`config.mk`:
```
export PLATFORM = sky130hd
export DESIGN_NAME = line_centroid_detector_flat
export DESIGN_NICKNAME = d
export VERILOG_FILES = /design/src/rtl/line_centroid_detector_if.sv /design/src/rtl/line_centroid_detector.sv /design/src/flat_wrapper.sv
export SDC_FILE = /design/constraint.sdc
export NUM_CORES = 1
export LEC_CHECK = 0
export CAP_MARGIN = 20
export CORE_UTILIZATION = 45
export CTS_CLUSTER_SIZE = 10
export DETAILED_ROUTE_END_ITERATION = 10
export PLACE_DENSITY = 0.65
export SYNTH_ARGS = -nofsm -noshare
export SYNTH_HDL_FRONTEND = slang
export SYNTH_SLANG_ARGS = --single-unit
```
`constraint.sdc`:
```
create_clock -name clk -period 6.15 [get_ports clk]
set_input_delay 0.615 -clock clk [delete_from_list [all_inputs] [get_ports clk]]
set_output_delay 0.615 -clock clk [all_outputs]
set_load 0.005 [all_outputs]
```
`src/rtl/line_centroid_detector_if.sv`:
```
// line_centroid_detector_if: pixel stream handshake between the frame memory and the centroid detector.
interface line_centroid_detector_if;
    logic       pix_valid;
    logic       pix_ready;
    logic [7:0] pix_data;
    modport master (output pix_valid, output pix_data, input pix_ready);
    modport slave (input pix_valid, input pix_data, output pix_ready);
endinterface

```
`src/rtl/line_centroid_detector.sv`:
```
// line_centroid_detector: thresholds a rotated 32x32 frame, averages dark-pixel columns in a row band
// with a restoring divider, and emits a one-hot steering decision.
module line_centroid_detector #(
    parameter int ROW_LO   = 24,
    parameter int ROW_HI   = 31,
    parameter int CENTER   = 15,
    parameter int DEADBAND = 2
) (
    input  logic                            clk,
    input  logic                            reset,
    input  logic                            frame_start,
    line_centroid_detector_if.slave         pix,
    input  logic [7:0]                      threshold,
    output logic                            result_valid,
    output logic [4:0]                      centroid,
    output logic [10:0]                     dark_count,
    output logic                            steer_left,
    output logic                            steer_straight,
    output logic                            steer_right,
    output logic                            line_lost
);
    typedef enum logic [1:0] {ACCUM, DIVIDE, DONE} state_t;
    localparam logic [4:0] LEFT_LIM  = 5'(CENTER - DEADBAND);
    localparam logic [4:0] RIGHT_LIM = 5'(CENTER + DEADBAND);
    state_t      state;
    logic [4:0]  col, row;
    logic [14:0] sum, sum_n, quo;
    logic [10:0] cnt, cnt_n, trial;
    logic [9:0]  rem;
    logic [3:0]  it;
    logic [5:0]  row6;
    logic        accept, hit, last, ge;
    always_comb begin
        row6   = {1'b0, row};
        accept = state == ACCUM && pix.pix_valid;
        hit    = accept && pix.pix_data < threshold && row6 >= 6'(ROW_LO) && row6 <= 6'(ROW_HI);
        sum_n  = sum + (hit ? 15'(col) : 15'd0);
        cnt_n  = cnt + 11'(hit);
        last   = accept && row == 5'd31 && col == 5'd31;
        trial  = {rem, sum[14]};
        ge     = trial >= cnt;
        quo    = {sum[13:0], ge};
    end
    // sum doubles as the dividend shift register; quotient bits fill in from the bottom
    always_ff @(posedge clk) begin
        if (reset) begin
            state          <= ACCUM;
            {col, row, sum, cnt, rem, it} <= '0;
            pix.pix_ready  <= 1'b1;
            result_valid   <= 1'b0;
            centroid       <= '0;
            dark_count     <= '0;
            {steer_left, steer_straight, steer_right, line_lost} <= 4'b0001;
        end else if (frame_start) begin
            state         <= ACCUM;
            {col, row, sum, cnt, rem, it} <= '0;
            pix.pix_ready <= 1'b1;
            result_valid  <= 1'b0;
        end else begin
            case (state)
                ACCUM: if (accept) begin
                    col <= col + 5'd1;
                    row <= col == 5'd31 ? row + 5'd1 : row;
                    sum <= sum_n;
                    cnt <= cnt_n;
                    if (last) begin
                        pix.pix_ready <= 1'b0;
                        rem           <= '0;
                        it            <= '0;
                        if (cnt_n != 11'd0) state <= DIVIDE;
                        else begin
                            state        <= DONE;
                            result_valid <= 1'b1;
                            centroid     <= '0;
                            dark_count   <= '0;
                            {steer_left, steer_straight, steer_right, line_lost} <= 4'b0001;
                        end
                    end
                end
                DIVIDE: begin
                    rem <= ge ? 10'(trial - cnt) : trial[9:0];
                    sum <= quo;
                    it  <= it + 4'd1;
                    if (it == 4'd14) begin
                        state          <= DONE;
                        result_valid   <= 1'b1;
                        centroid       <= quo[4:0];
                        dark_count     <= cnt;
                        steer_left     <= quo[4:0] < LEFT_LIM;
                        steer_right    <= quo[4:0] > RIGHT_LIM;
                        steer_straight <= quo[4:0] >= LEFT_LIM && quo[4:0] <= RIGHT_LIM;
                        line_lost      <= 1'b0;
                    end
                end
                default: begin
                    state         <= ACCUM;
                    result_valid  <= 1'b0;
                    pix.pix_ready <= 1'b1;
                    {col, row, sum, cnt} <= '0;
                end
            endcase
        end
    end
endmodule

```
`src/flat_wrapper.sv`:
```
// flat-port wrapper written by rule: the top's interface ports become plain ports
module line_centroid_detector_flat 
#(
    parameter int ROW_LO   = 24,
    parameter int ROW_HI   = 31,
    parameter int CENTER   = 15,
    parameter int DEADBAND = 2
)
  (clk, reset, frame_start, threshold, result_valid, centroid, dark_count, steer_left, steer_straight, steer_right, line_lost, pix_pix_valid, pix_pix_data, pix_pix_ready);
  line_centroid_detector_if pix_i ();
  input  logic clk;
  input  logic reset;
  input  logic frame_start;
  input  logic [7:0] threshold;
  output logic result_valid;
  output logic [4:0] centroid;
  output logic [10:0] dark_count;
  output logic steer_left;
  output logic steer_straight;
  output logic steer_right;
  output logic line_lost;
  input wire logic [$bits(pix_i.pix_valid)-1:0] pix_pix_valid;
  input wire logic [$bits(pix_i.pix_data)-1:0] pix_pix_data;
  output wire logic [$bits(pix_i.pix_ready)-1:0] pix_pix_ready;
  assign pix_i.pix_valid = pix_pix_valid;
  assign pix_i.pix_data = pix_pix_data;
  assign pix_pix_ready = pix_i.pix_ready;
  line_centroid_detector #(.ROW_LO(ROW_LO), .ROW_HI(ROW_HI), .CENTER(CENTER), .DEADBAND(DEADBAND)) u_core (.clk(clk), .reset(reset), .frame_start(frame_start), .pix(pix_i), .threshold(threshold), .result_valid(result_valid), .centroid(centroid), .dark_count(dark_count), .steer_left(steer_left), .steer_straight(steer_straight), .steer_right(steer_right), .line_lost(line_lost));
endmodule
```
# --- After elaboration in Yosys (flattened, before gate mapping) ---
# Cells that the tools add are included.
op_classes:
  magnitude_cmp: 7
  eq_ne: 9
  mux: 51
  bitwise: 2
  add_sub_neg: 6
  n_reduce_logical: 17
ops:
  columns: ["op", "count"]
  rows:
  - ["two-way mux 11 bit", 5]
  - ["one-hot mux 11 bit (2 select lines)", 2]
  - ["two-way mux 5 bit", 8]
  - ["two-way mux 10 bit", 3]
  - ["one-hot mux 15 bit (2 select lines)", 1]
  - ["one-hot mux 5 bit (2 select lines)", 3]
  - ["one-hot mux 10 bit (2 select lines)", 1]
  - ["adder 15 bit", 1]
  - ["two-way mux 15 bit", 1]
  - ["two-way mux 1 bit", 13]
  - ["one-hot mux 1 bit (2 select lines)", 6]
  - ["AND reduction 3 bit", 4]
  - ["adder 11 x 1 -> 11 bit", 1]
  - [">= comparator 11 bit", 1]
  - ["nonzero test 11 bit", 1]
  - ["adder 5 x 1 -> 5 bit (second input constant)", 2]
  - ["== test 5 bit (second input constant)", 2]
  - ["subtractor 10 bit", 1]
  - ["< comparator 8 bit", 1]
  - ["two-way mux 2 bit", 4]
  - ["two-way mux 4 bit", 2]
  - ["one-hot mux 4 bit (2 select lines)", 1]
  - ["logical AND 1 bit", 6]
  - ["!= test 2 x 1 -> 1 bit (second input constant)", 3]
  - ["17 further kinds", 19]
word_totals:
  out_inout_bits: 22
  word_cells: 107
  regBits: 74
  input_bits: 20

# --- Longest topological paths before layout ---
# Gate-level depths: netlist of run 1.
logic_depth:
  word_depth: 10
  mapped_depth: 17
  ltp_nobuf: 15

# --- Worst setup path before layout of run 1 ---
# No wires, ideal clock.
synth_timing:
  path_type: "input -> register"
  startpoint: "in threshold[7]"
  endpoint: "reg u_core.line_lost"
  path_slack_ps: 2174
  n_path_buf: 1
  arrival_time_ps: 3854
  path_stages: 14
  setup_ps: 122
  path_cell_list: "inv_1 ha_1 nand4b_1 a2111oi_0 a21boi_0 ha_1 ha_1 and3_1 clkbuf_1 nor3_1 mux2_4 o211ai_2 nand2_1 a221o_1"
synth_via:
  elab_chain_cells: 7
synth_rtl:
  columns: ["item", "line", "text"]
  rows:
  - ["from (decl)", "flat_wrapper.sv:14", "input logic [7:0] threshold;"]
  - ["< comparator 8 bit", "line_centroid_detector.sv:36", "hit = accept && pix.pix_data < threshold && row6 >= 6'(ROW_LO) && row6 <= 6'(ROW_HI);"]
  - ["logical AND 1 bit (2 in series)", "line_centroid_detector.sv:36", null]
  - ["adder 11 x 1 -> 11 bit", "line_centroid_detector.sv:38", "cnt_n = cnt + 11'(hit);"]
  - ["nonzero test 11 bit", "line_centroid_detector.sv:70", "if (cnt_n != 11'd0) state <= DIVIDE;"]
  - ["!= test 2 bit (no source line)", null, null]
  - ["AND reduction 6 bit (no source line)", null, null]
  - ["to (signal assigned)", "line_centroid_detector.sv:53", "{steer_left, steer_straight, steer_right, line_lost} <= 4'b0001;"]
  - ["to (signal assigned)", "line_centroid_detector.sv:76", "{steer_left, steer_straight, steer_right, line_lost} <= 4'b0001;"]
  - ["to (signal assigned)", "line_centroid_detector.sv:92", "line_lost <= 1'b0;"]
  - ["to (decl)", "line_centroid_detector.sv:20", "output logic line_lost"]
# No other way between the ends.
# A chain may end at the register's enable or synchronous reset.

# --- Worst setup path after layout of run 1 ---
layout_timing:
  startpoint: "in threshold[1]"
  endpoint: "reg u_core.steer_left"
layout_via:
  elab_chain_cells: 7
layout_rtl:
  columns: ["item", "line", "text"]
  rows:
  - ["< comparator 8 bit", "line_centroid_detector.sv:36", null]
  - ["logical AND 1 bit (2 in series)", "line_centroid_detector.sv:36", null]
  - ["adder 11 x 1 -> 11 bit", "line_centroid_detector.sv:38", null]
  - ["nonzero test 11 bit", "line_centroid_detector.sv:70", null]
  - ["!= test 2 bit (no source line)", null, null]
  - ["AND reduction 6 bit (no source line)", null, null]
  - ["to (signal assigned)", "line_centroid_detector.sv:89", "steer_left <= quo[4:0] < LEFT_LIM;"]
  - ["to (decl)", "line_centroid_detector.sv:17", "output logic steer_left,"]
# No other way between the ends.

==> reports/metrics.csv, run 1 <==
metric;value;unit
layout cells sized above 1;7.72;%
Clock Sink Count;74;
total CTS buffers;9;
Layout area overhead;16.4;%
Period minus WS final;4.54;ns
Via density;5.54;
Clk Latency, worst-skew pair;0.35;ns
Crit Path Class;in2reg;
drt wl/cell;15.6;microns
Die W;101;microns
CTS tree;built;
Syn Nets;588;
Syn Inst Count;534;
register area share after synthesis;33.6;%
Netlist cell types;62;
Crit. End Element;flip-flop;
post-cts sizing count;0;
unrepaired setup endpoints after global routing;false;
Pleak;1.89;nW
Peak Freq;220;MHz
CTS Hold Buffers Added;0;
Synth warnings;0;
worst endpoint required time;6.36;ns
CP Cell Sequence;clkdlybuf4s50_1 -> inv_1 -> ha_1 -> a21o_1 -> a21o_1 -> a21o_1 -> a211o_1 -> a21boi_0 -> ha_1 -> ha_1 -> nand3_1 -> o21ai_0 -> nor4bb_1 -> o211ai_2 -> a21oi_2 -> o22ai_1;
final worst slack;1.61;ns
crit path max-delay cell type;a21oi_2;
HP Class;reg2reg;
status;finished clean;
Syn Area/Cell;8.26;sq um
Final Hold Vio Count;0;
post-CTS setup buffers;0;
worst slew pin tran;0.913;ns
Tot GR Track Use;22.7;%
clock root cell;clkbuf_8;
vias in the first global route;3709;
largest net degree at the start of global routing;30;
count of final max-slew check failures;0;
dpl hpwl;7860;microns
Routed Antenna Nets;0;
Tcrit/Tclk final;73.7;%
# nets final;619;
Seq cells post-synth;74;
cell row count;35;
fin area;5130;sq um
R2R Path End;u_core.steer_left;
Primary FF master, synth;dfxtp_1;
setup TNS;0;ns
clk_skew;0.00634;ns
r2r startpoint;u_core.row[3];
1st-pass router iterations;5;
H-tree levels;3;
Starting Density;47.1;%
hold path start;u_core.pix.pix_ready;
Top Ports;42;
total number of vias;3870;
1st-iter DRT viols;208;
Total Wirelength;10900;microns
Worst Hold End;u_core.pix.pix_ready;
Fillers;919;
global-route wire length before repair;18100;microns
Post-synth EDFFs;0;
Final GP Congestion;0.902;
Slew HR;39.1;%
buffer and inverter count on the worst path;2;
Hold Path Depth;2;
pre-CTS WS;1.27;ns
Worst path top cell family by delay;compound AO/OA/AOI/OAI gates;
Die Ht;101;microns
crit path DAT;4.75;ns
Crit path largest cell delay;0.73;ns
placed instance area;4900;sq um
Core ar.;9370;sq um
CP max FO;15;
Port Buf Inserts;41;
global route overflow;0;
r2r worst-path depth;12;
# diodes;0;
worst hold slack;0.441;ns
DIE AREA;10200;sq um
Clock Path Buffers;2;
Power Dens Cells;179;nW/um^2
drc violations;0;
Peak VDD IR;133;uV
total of max-cap violations;0;
clk slew on worst S/H paths;0.08;ns
Synth Cell Area;4410;sq um
crit path launch type;primary input;
initial antenna violation count;0;
FF-to-FF setup slack;2.40;ns
# setup viols final;0;
Async SR Flop Fraction;0;%
-- worst register-to-register path: cells and delay by family, from the launching register on --
kind	cells	cell delay [ns]
simple gates	3	0.60
compound gates	6	1.90
buf+inv	1	0.21
flops	1	0.37
fa+ha+maj	2	0.53
-- metrics by stage --
stage               power [mW]  std cells  utilization, %
finish                   0.922        699            54.8
CTS                      0.926        698            54.5
global placement         0.541        682            52.3
floorplan                0.520        534               -
global route             0.959        699            54.8
detailed placement       0.542        682            52.3
-- layout make-up --
cell class | instances | area (sq um) | area share, %
clock buffer | 9 | 124 | 2.41
inverter | 42 | 158 | 3.07
multi-input combinational | 392 | 2660 | 51.9
timing repair buffer | 46 | 468 | 9.11
sequential | 74 | 1480 | 28.8
tap | 129 | 161 | 3.14
clock inverter | 7 | 78.8 | 1.54
-- report_power, final --
| part | total, mW | internal, mW | switching, mW |
|---|---|---|---|
| logic | 0.0505 | 0.0231 | 0.0274 |
| clock network | 0.388 | 0.190 | 0.198 |
| registers | 0.483 | 0.480 | 0.00258 |
| total | 0.922 | 0.693 | 0.228 |
-- state kept, by name, indices dropped and copies added (netlist names) --
signal	cells
u_core.steer_straight	1
u_core.rem	10
u_core.steer_right	1
u_core.it	4
u_core.line_lost	1
u_core.sum	15
u_core.steer_left	1
u_core.result_valid	1
u_core.centroid	5
u_core.row	5
u_core.col	5
u_core.pix.pix_ready	1
u_core.cnt	11
u_core.state	2
u_core.dark_count	11
-- worst max-delay path by stage --
stage | start | to | slack, ns | cells past startpoint
final | threshold[1] | u_core.steer_left | 1.61 | 16
after global routing | threshold[1] | u_core.steer_left | 1.30 | 16
after CTS | threshold[1] | u_core.steer_left | 1.63 | 16
after detailed placement | threshold[1] | u_core.steer_left | 1.27 | 16
after global placement | threshold[1] | u_core.steer_left | 1.39 | 16
after floorplan | threshold[7] | u_core.line_lost | 2.17 | 14
-- cells in the final DEF, fill, tap and decap left out, types with 7 or more instances in the layout --
cell             synthesis  layout
ha_1                    32      32
a31oi_1                  8       8
a21o_1                  10      10
nand3_1                 12      12
mux2i_1                  7       7
a211oi_1                 7       7
nand2_1                 60      60
xor2_1                   7       7
nor2_1                  50      50
clkbuf_8                 0       9
dfxtp_1                 74      74
clkdlybuf4s50_1          0      41
a21oi_1                 33      33
xnor2_1                 21      21
nor3_1                  15      15
nand4_1                  7       7
o21ai_0                 28      28
inv_1                   42      42
-- metal layers --
layer | share of wire [%] | vias to the layer above | track usage (%)
li1 | - | 1956 | -
met1 | 46 | 1798 | 28.7
met2 | 48 | 99 | 38.5
met3 | 4.2 | 17 | 4.65
met4 | 1.9 | 0 | 7.36
met5 | 0 | - | 0
-- synthesized netlist by cell type (all sizes together), types with 6 or more instances --
cell type / count / area share (%)
a211oi: 7 / 1.2
a21o: 10 / 1.7
a21oi: 34 / 3.9
a31oi: 8 / 1.1
a32oi: 6 / 1.2
and3: 6 / 0.85
buf: 8 / 0.94
clkbuf: 18 / 1.5
dfxtp: 74 / 34
ha: 32 / 9.1
inv: 42 / 3.6
mux2i: 7 / 1.6
nand2: 60 / 5.1
nand3: 12 / 1.4
nand4: 9 / 1.6
nor2: 50 / 4.3
nor3: 15 / 1.7
o21ai: 28 / 3.2
o32ai: 12 / 3.4
xnor2: 21 / 4.2
xor2: 7 / 1.4
-- cells by family after synthesis --
kind of cell / share of synthesized area (%)
AND/OR/NAND/NOR: 19.2
buffers and inverters: 6.04
AO/OA/AOI/OAI: 22.7
flip-flops: 33.6
adder cells (fa/ha/maj): 9.98
XOR/XNOR: 5.56
multiplexers: 2.95
(Power assumes the default switching activity.)
==> inputs of run 2 (changes only) <==
- clock period: 6.15 -> 4.5 ns (I/O delays scaled with it)
==> run 2 against run 1 <==
Net effect:
- critical path type unchanged
- wire length shrank 0.60%
- setup slack lost 1.1 ns
- sequential share of layout area shrank 0.17 points
- sequential power grew 36%
- critical path depth shrank 1
- final cell count grew 0.43%
- global-route usage shrank 0.10 points
- power grew 41%
- largest power group unchanged
- sequential cell count is the same
==> reports/metrics.csv, run 2 (synthesis results as in run 1) <==
metric;value;unit;change
Top Ports;42;;unchanged
global-route wire length before repair;17800;microns;-1.6%
Die W;101;microns;unchanged
Worst Hold End;u_core.pix.pix_ready;;
Peak Freq;253;MHz;
Slew HR;29.8;%;-9.3 points
max reg flops;15;;unchanged
Clock Sink Count;74;;unchanged
Port Buf Inserts;41;;unchanged
most frequent cells in the layout;dfxtp_1, nand2_1, nor2_1, inv_1, clkdlybuf4s50_1;;
worst hold slack;0.454;ns;+0.0126 ns
Clk Latency, worst-skew pair;0.36;ns;about the same
# setup viols final;0;;unchanged
most common cell after layout, fill and taps aside;dfxtp_1;;
Reg with most FFs;u_core.sum;;
total CTS buffers;9;;unchanged
Die Ht;101;microns;unchanged
# nets final;622;;+0.48%
setup TNS;0;ns;unchanged
Routed Antenna Nets;0;;unchanged
# diodes;0;;unchanged
Crit Path Class;in2reg;;
clock root cell;clkbuf_8;;
count of final max-slew check failures;0;;unchanged
total number of vias;3909;;+1.0%
H-tree levels;3;;unchanged
FF-to-FF setup slack;1.14;ns;-1.26 ns
hold path start;u_core.pix.pix_ready;;
Pleak;1.92;nW;+1.2%
CTS Hold Buffers Added;0;;unchanged
Peak VDD IR;134;uV;+0.85%
clk slew on worst S/H paths;0.08;ns;about the same
layout cells sized above 1;8.20;%;+0.48 points
Final GP Congestion;0.835;;-7.4%
HP Class;reg2reg;;
Total Wirelength;10900;microns;-0.60%
r2r worst-path depth;11;;-1
crit path launch type;primary input;;
global route overflow;0;;unchanged
vias in the first global route;3703;;-0.16%
Clock Path Buffers;2;;unchanged
Layout area overhead;17.1;%;
Crit. End Element;flip-flop;;
Core ar.;9370;sq um;unchanged
drt wl/cell;15.5;microns;-1.0%
Starting Density;47.1;%;unchanged
post-CTS setup buffers;0;;unchanged
initial antenna violation count;0;;unchanged
DIE AREA;10200;sq um;unchanged
status;finished clean;;
worst endpoint required time;4.75;ns;-1.61 ns
Power Dens Cells;252;nW/um^2;+41%
largest net degree at the start of global routing;30;;unchanged
1st-iter DRT viols;195;;-6.3%
drc violations;0;;unchanged
Via density;5.57;;+0.58%
CP max FO;6;;-9
Tot GR Track Use;22.6;%;-0.10 points
Largest regs;u_core.sum (15), u_core.cnt (11), u_core.dark_count (11);;
crit path DAT;4.21;ns;-0.54 ns
Tcrit/Tclk final;88.0;%;
Final Hold Vio Count;0;;unchanged
cell row count;35;;unchanged
CTS tree;built;;
total of max-cap violations;0;;unchanged
total power;1.30;mW;+41%
clk_skew;0.00371;ns;-0.00262 ns
post-cts sizing count;0;;unchanged
R2R Path End;u_core.line_lost;;
r2r startpoint;u_core.row[3];;
worst slew pin tran;1.05;ns;+0.139 ns
Fillers;936;;+1.8%
unrepaired setup endpoints after global routing;false;;
Period minus WS final;3.96;ns;
dpl hpwl;8000;microns;+1.7%
Hold Path Depth;2;;unchanged
1st-pass router iterations;4;;-1
==> run 2: changes by cell type in the layout (fill, tap and decap cells not counted), sizes merged <==
cell / change
clkinv: +1
clkinvlp: -1
inv: -1
buf: +3
bufinv: +1
==> run 2: where the power goes <==
| group | leakage [nW] | internal (mW) | switching, mW |
|---|---|---|---|
| clock network | 0.105 | 0.311 | 0.266 |
| logic | 1.21 | 0.0297 | 0.0358 |
| registers | 0.596 | 0.656 | 0.00336 |
| total | 1.92 | 0.997 | 0.306 |
==> run 2: per-stage QoR <==
step / std cells / utilization, % / worst slack, ns / instance area (sq um)
floorplan: 534 / - / 0.689 / 4410
global placement: 686 / 52.8 / 0.208 / 4950
detailed placement: 686 / 52.8 / 0.150 / 4950
CTS: 702 / 55.1 / 0.535 / 5160
global route: 702 / 55.1 / 0.333 / 5160
finish: 702 / 55.1 / 0.541 / 5160
==> run 2: worst max-delay path, stage by stage <==
cell and delay (ns):
clkdlybuf4s50_1 0.45, inv_1 0.04, ha_1 0.26, a21o_1 0.15
a21o_1 0.16, a21o_1 0.17, a211o_1 0.36, a21boi_0 0.20
ha_1 0.27, nand4_2 0.16, or3_4 0.41, mux2_4 0.31
o211ai_2 0.28, nand2_1 0.18, a221o_1 0.36
==> run 2: final cells by class <==
cell class / instances / area [sq um] / area share, %
multi-input combinational: 392 / 2660 / 51.6
sequential: 74 / 1480 / 28.7
timing repair buffer: 49 / 483 / 9.35
tap: 129 / 161 / 3.13
inverter: 42 / 158 / 3.05
clock buffer: 9 / 124 / 2.40
clock inverter: 7 / 93.8 / 1.82
==> run 2: how the worst max path moves through the flow <==
stage	startpoint	depth (start not counted)	slack, ns	endpoint
2_1_floorplan	threshold[7]	14	0.69	u_core.line_lost
4_1_cts	threshold[1]	15	0.54	u_core.line_lost
5_1_grt	threshold[1]	15	0.33	u_core.line_lost
3_5_place_dp	threshold[1]	15	0.15	u_core.line_lost
3_3_place_gp	threshold[1]	15	0.21	u_core.line_lost
6_report	threshold[1]	15	0.54	u_core.line_lost
==> run 2: metal layers <==
layer	vias up	share of wire, %	wire (microns)	global-route usage (%)
li1	1974	-	-	-
met1	1838	46	5000	27.1
met2	83	49	5280	40.2
met3	14	3.9	425	5.34
met4	0	1.4	151	6.02
met5	-	0	0	0
==> inputs of run 3 (changes only) <==
- CORE_UTILIZATION: 45 -> 40
- PLACE_DENSITY: 0.65 -> 0.59
==> run 3 against run 2 <==
Net effect:
- utilization decreased by 5.3 points
- hold slack got worse by 0.010 ns
- clock-buffer cell count grew 3
- largest cell class unchanged
==> reports/metrics.csv, run 3 (synthesis results as in run 1) <==
metric;value;unit;change
wire length on met2;5540;microns;+4.8%
largest net degree at the start of global routing;30;;unchanged
fin area;5240;sq um;+1.4%
CP Cell Sequence;clkdlybuf4s50_1 -> inv_1 -> ha_1 -> a21o_1 -> a21o_1 -> a21o_1 -> a211o_1 -> a21boi_0 -> ha_1 -> ha_1 -> nand3_1 -> o21ai_0 -> nor4bb_1 -> o211ai_2 -> a21oi_2 -> buf_12 -> o32ai_1;;
total of max-cap violations;0;;unchanged
# nets final;623;;+0.16%
total CTS buffers;9;;unchanged
drc violations;0;;unchanged
# diodes;0;;unchanged
initial antenna violation count;0;;unchanged
Worst path top cell family by delay;compound AO/OA/AOI/OAI gates;;
1st-pass router iterations;4;;unchanged
CTS Hold Buffers Added;0;;unchanged
Via density;5.54;;-0.49%
final worst slack;0.374;ns;-0.167 ns
global-route wire length before repair;19100;microns;+7.1%
Finished Layout Cells;710;;+1.1%
placed instance area;4960;sq um;+0.18%
layout cells sized above 1;8.19;%;-0.014 points
unrepaired setup endpoints after global routing;false;;
max reg flops;15;;unchanged
Slew HR;48.9;%;+19 points
clk_skew;0.0106;ns;+0.00691 ns
buffer and inverter count on the worst path;3;;+1
fin util;49.8;%;-5.3 points
Top Ports;42;;unchanged
H-tree levels;3;;unchanged
Core ar.;10500;sq um;+12%
Layout area overhead;18.7;%;
worst endpoint required time;4.71;ns;-0.04 ns
HP Class;reg2reg;;
# setup viols final;0;;unchanged
Clk Latency, worst-skew pair;0.36;ns;about the same
crit path launch type;primary input;;
Power Dens Cells;266;nW/um^2;+5.5%
most frequent cells in the layout;dfxtp_1, nand2_1, nor2_1, inv_1, clkdlybuf4s50_1;;
1st-iter DRT viols;219;;+12%
total number of vias;3934;;+0.64%
Crit Path Class;in2reg;;
post-CTS setup buffers;0;;unchanged
Die Ht;107;microns;+5.9%
crit path DAT;4.33;ns;+0.12 ns
CP max FO;12;;+6
status;finished clean;;
clock root cell;clkbuf_8;;
most common cell after layout, fill and taps aside;dfxtp_1;;
Peak VDD IR;186;uV;+38%
Peak Freq;242;MHz;-4.0%
dpl hpwl;8290;microns;+3.7%
Total Wirelength;11600;microns;+6.5%
Reg with most FFs;u_core.sum;;
CTS tree;built;;
Starting Density;42.0;%;-5.1 points
Final GP Congestion;0.851;;+1.8%
worst slew pin tran;0.764;ns;-0.288 ns
Period minus WS final;4.13;ns;+0.167 ns
Routed Antenna Nets;0;;unchanged
Placed Cells incl. Taps;693;;+1.0%
Clock Path Buffers;2;;unchanged
drt wl/cell;16.3;microns;+5.3%
Metal-1 WL;5460;microns;+9.2%
Clock Sink Count;74;;unchanged
Pleak;1.95;nW;+1.6%
Crit path largest cell delay;0.46;ns;about the same
total power;1.39;mW;+7.0%
routed wire length on met3;382;microns;-10%
Tot GR Track Use;21.3;%;-1.2 points
crit path max-delay cell type;clkdlybuf4s50_1;;
count of final max-slew check failures;0;;unchanged
global route overflow;0;;unchanged
DIE AREA;11500;sq um;+12%
clk slew on worst S/H paths;0.07;ns;about the same
Final Hold Vio Count;0;;unchanged
cell row count;37;;+5.7%
pre-CTS WS;-0.00398;ns;-0.154 ns
Die W;107;microns;+5.9%
vias in the first global route;3812;;+2.9%
Tcrit/Tclk final;91.7;%;+3.7 points
Largest regs;u_core.sum (15), u_core.cnt (11), u_core.dark_count (11);;
highest routed layer;met4;;
worst hold slack;0.444;ns;-0.0100 ns
Port Buf Inserts;41;;unchanged
setup TNS;0;ns;unchanged
post-cts sizing count;0;;unchanged
Crit. End Element;flip-flop;;
-- run 3: final cells by class --
class / count / area [sq um]
tap: 136 / 170
clock inverter: 4 / 97.6
clock buffer: 12 / 155
sequential: 74 / 1480
fill: 1021 / 5270
timing repair buffer: 50 / 510
multi-input combinational: 392 / 2660
inverter: 42 / 158
-- run 3: worst paths after layout --
check / endpoint / startpoint / slack (ns) / cells past startpoint
max: u_core.dark_count[10] / threshold[1] / 0.37 / 17
min: u_core.pix.pix_ready / u_core.pix.pix_ready / 0.44 / 2
max reg2reg: u_core.dark_count[10] / u_core.row[3] / 1.00 / 13
min reg2reg: u_core.pix.pix_ready / u_core.pix.pix_ready / 0.44 / 2
-- run 3: worst register-to-register path, cell delays in order, from the launching register on --
cell       delay [ns]
dfxtp_1          0.37
nand4b_1         0.10
a2111oi_0        0.40
buf_4            0.21
a21boi_0         0.24
ha_1             0.28
ha_1             0.25
nand3_1          0.15
o21ai_0          0.18
nor4bb_1         0.37
o211ai_2         0.21
a21oi_2          0.31
buf_12           0.19
o32ai_1          0.09
-- run 3: power breakdown --
part	switching (mW)	internal, mW
clock	0.265	0.399
sequential	0.00348	0.656
combinational	0.0366	0.0321
total	0.305	1.09
-- run 3: per-layer routing --
layer / GRT usage, % / vias to the layer above
met5: 0 / -
met4: 5.87 / 0
met3: 5.29 / 12
met2: 36.2 / 77
met1: 26.7 / 1865
li1: - / 1980
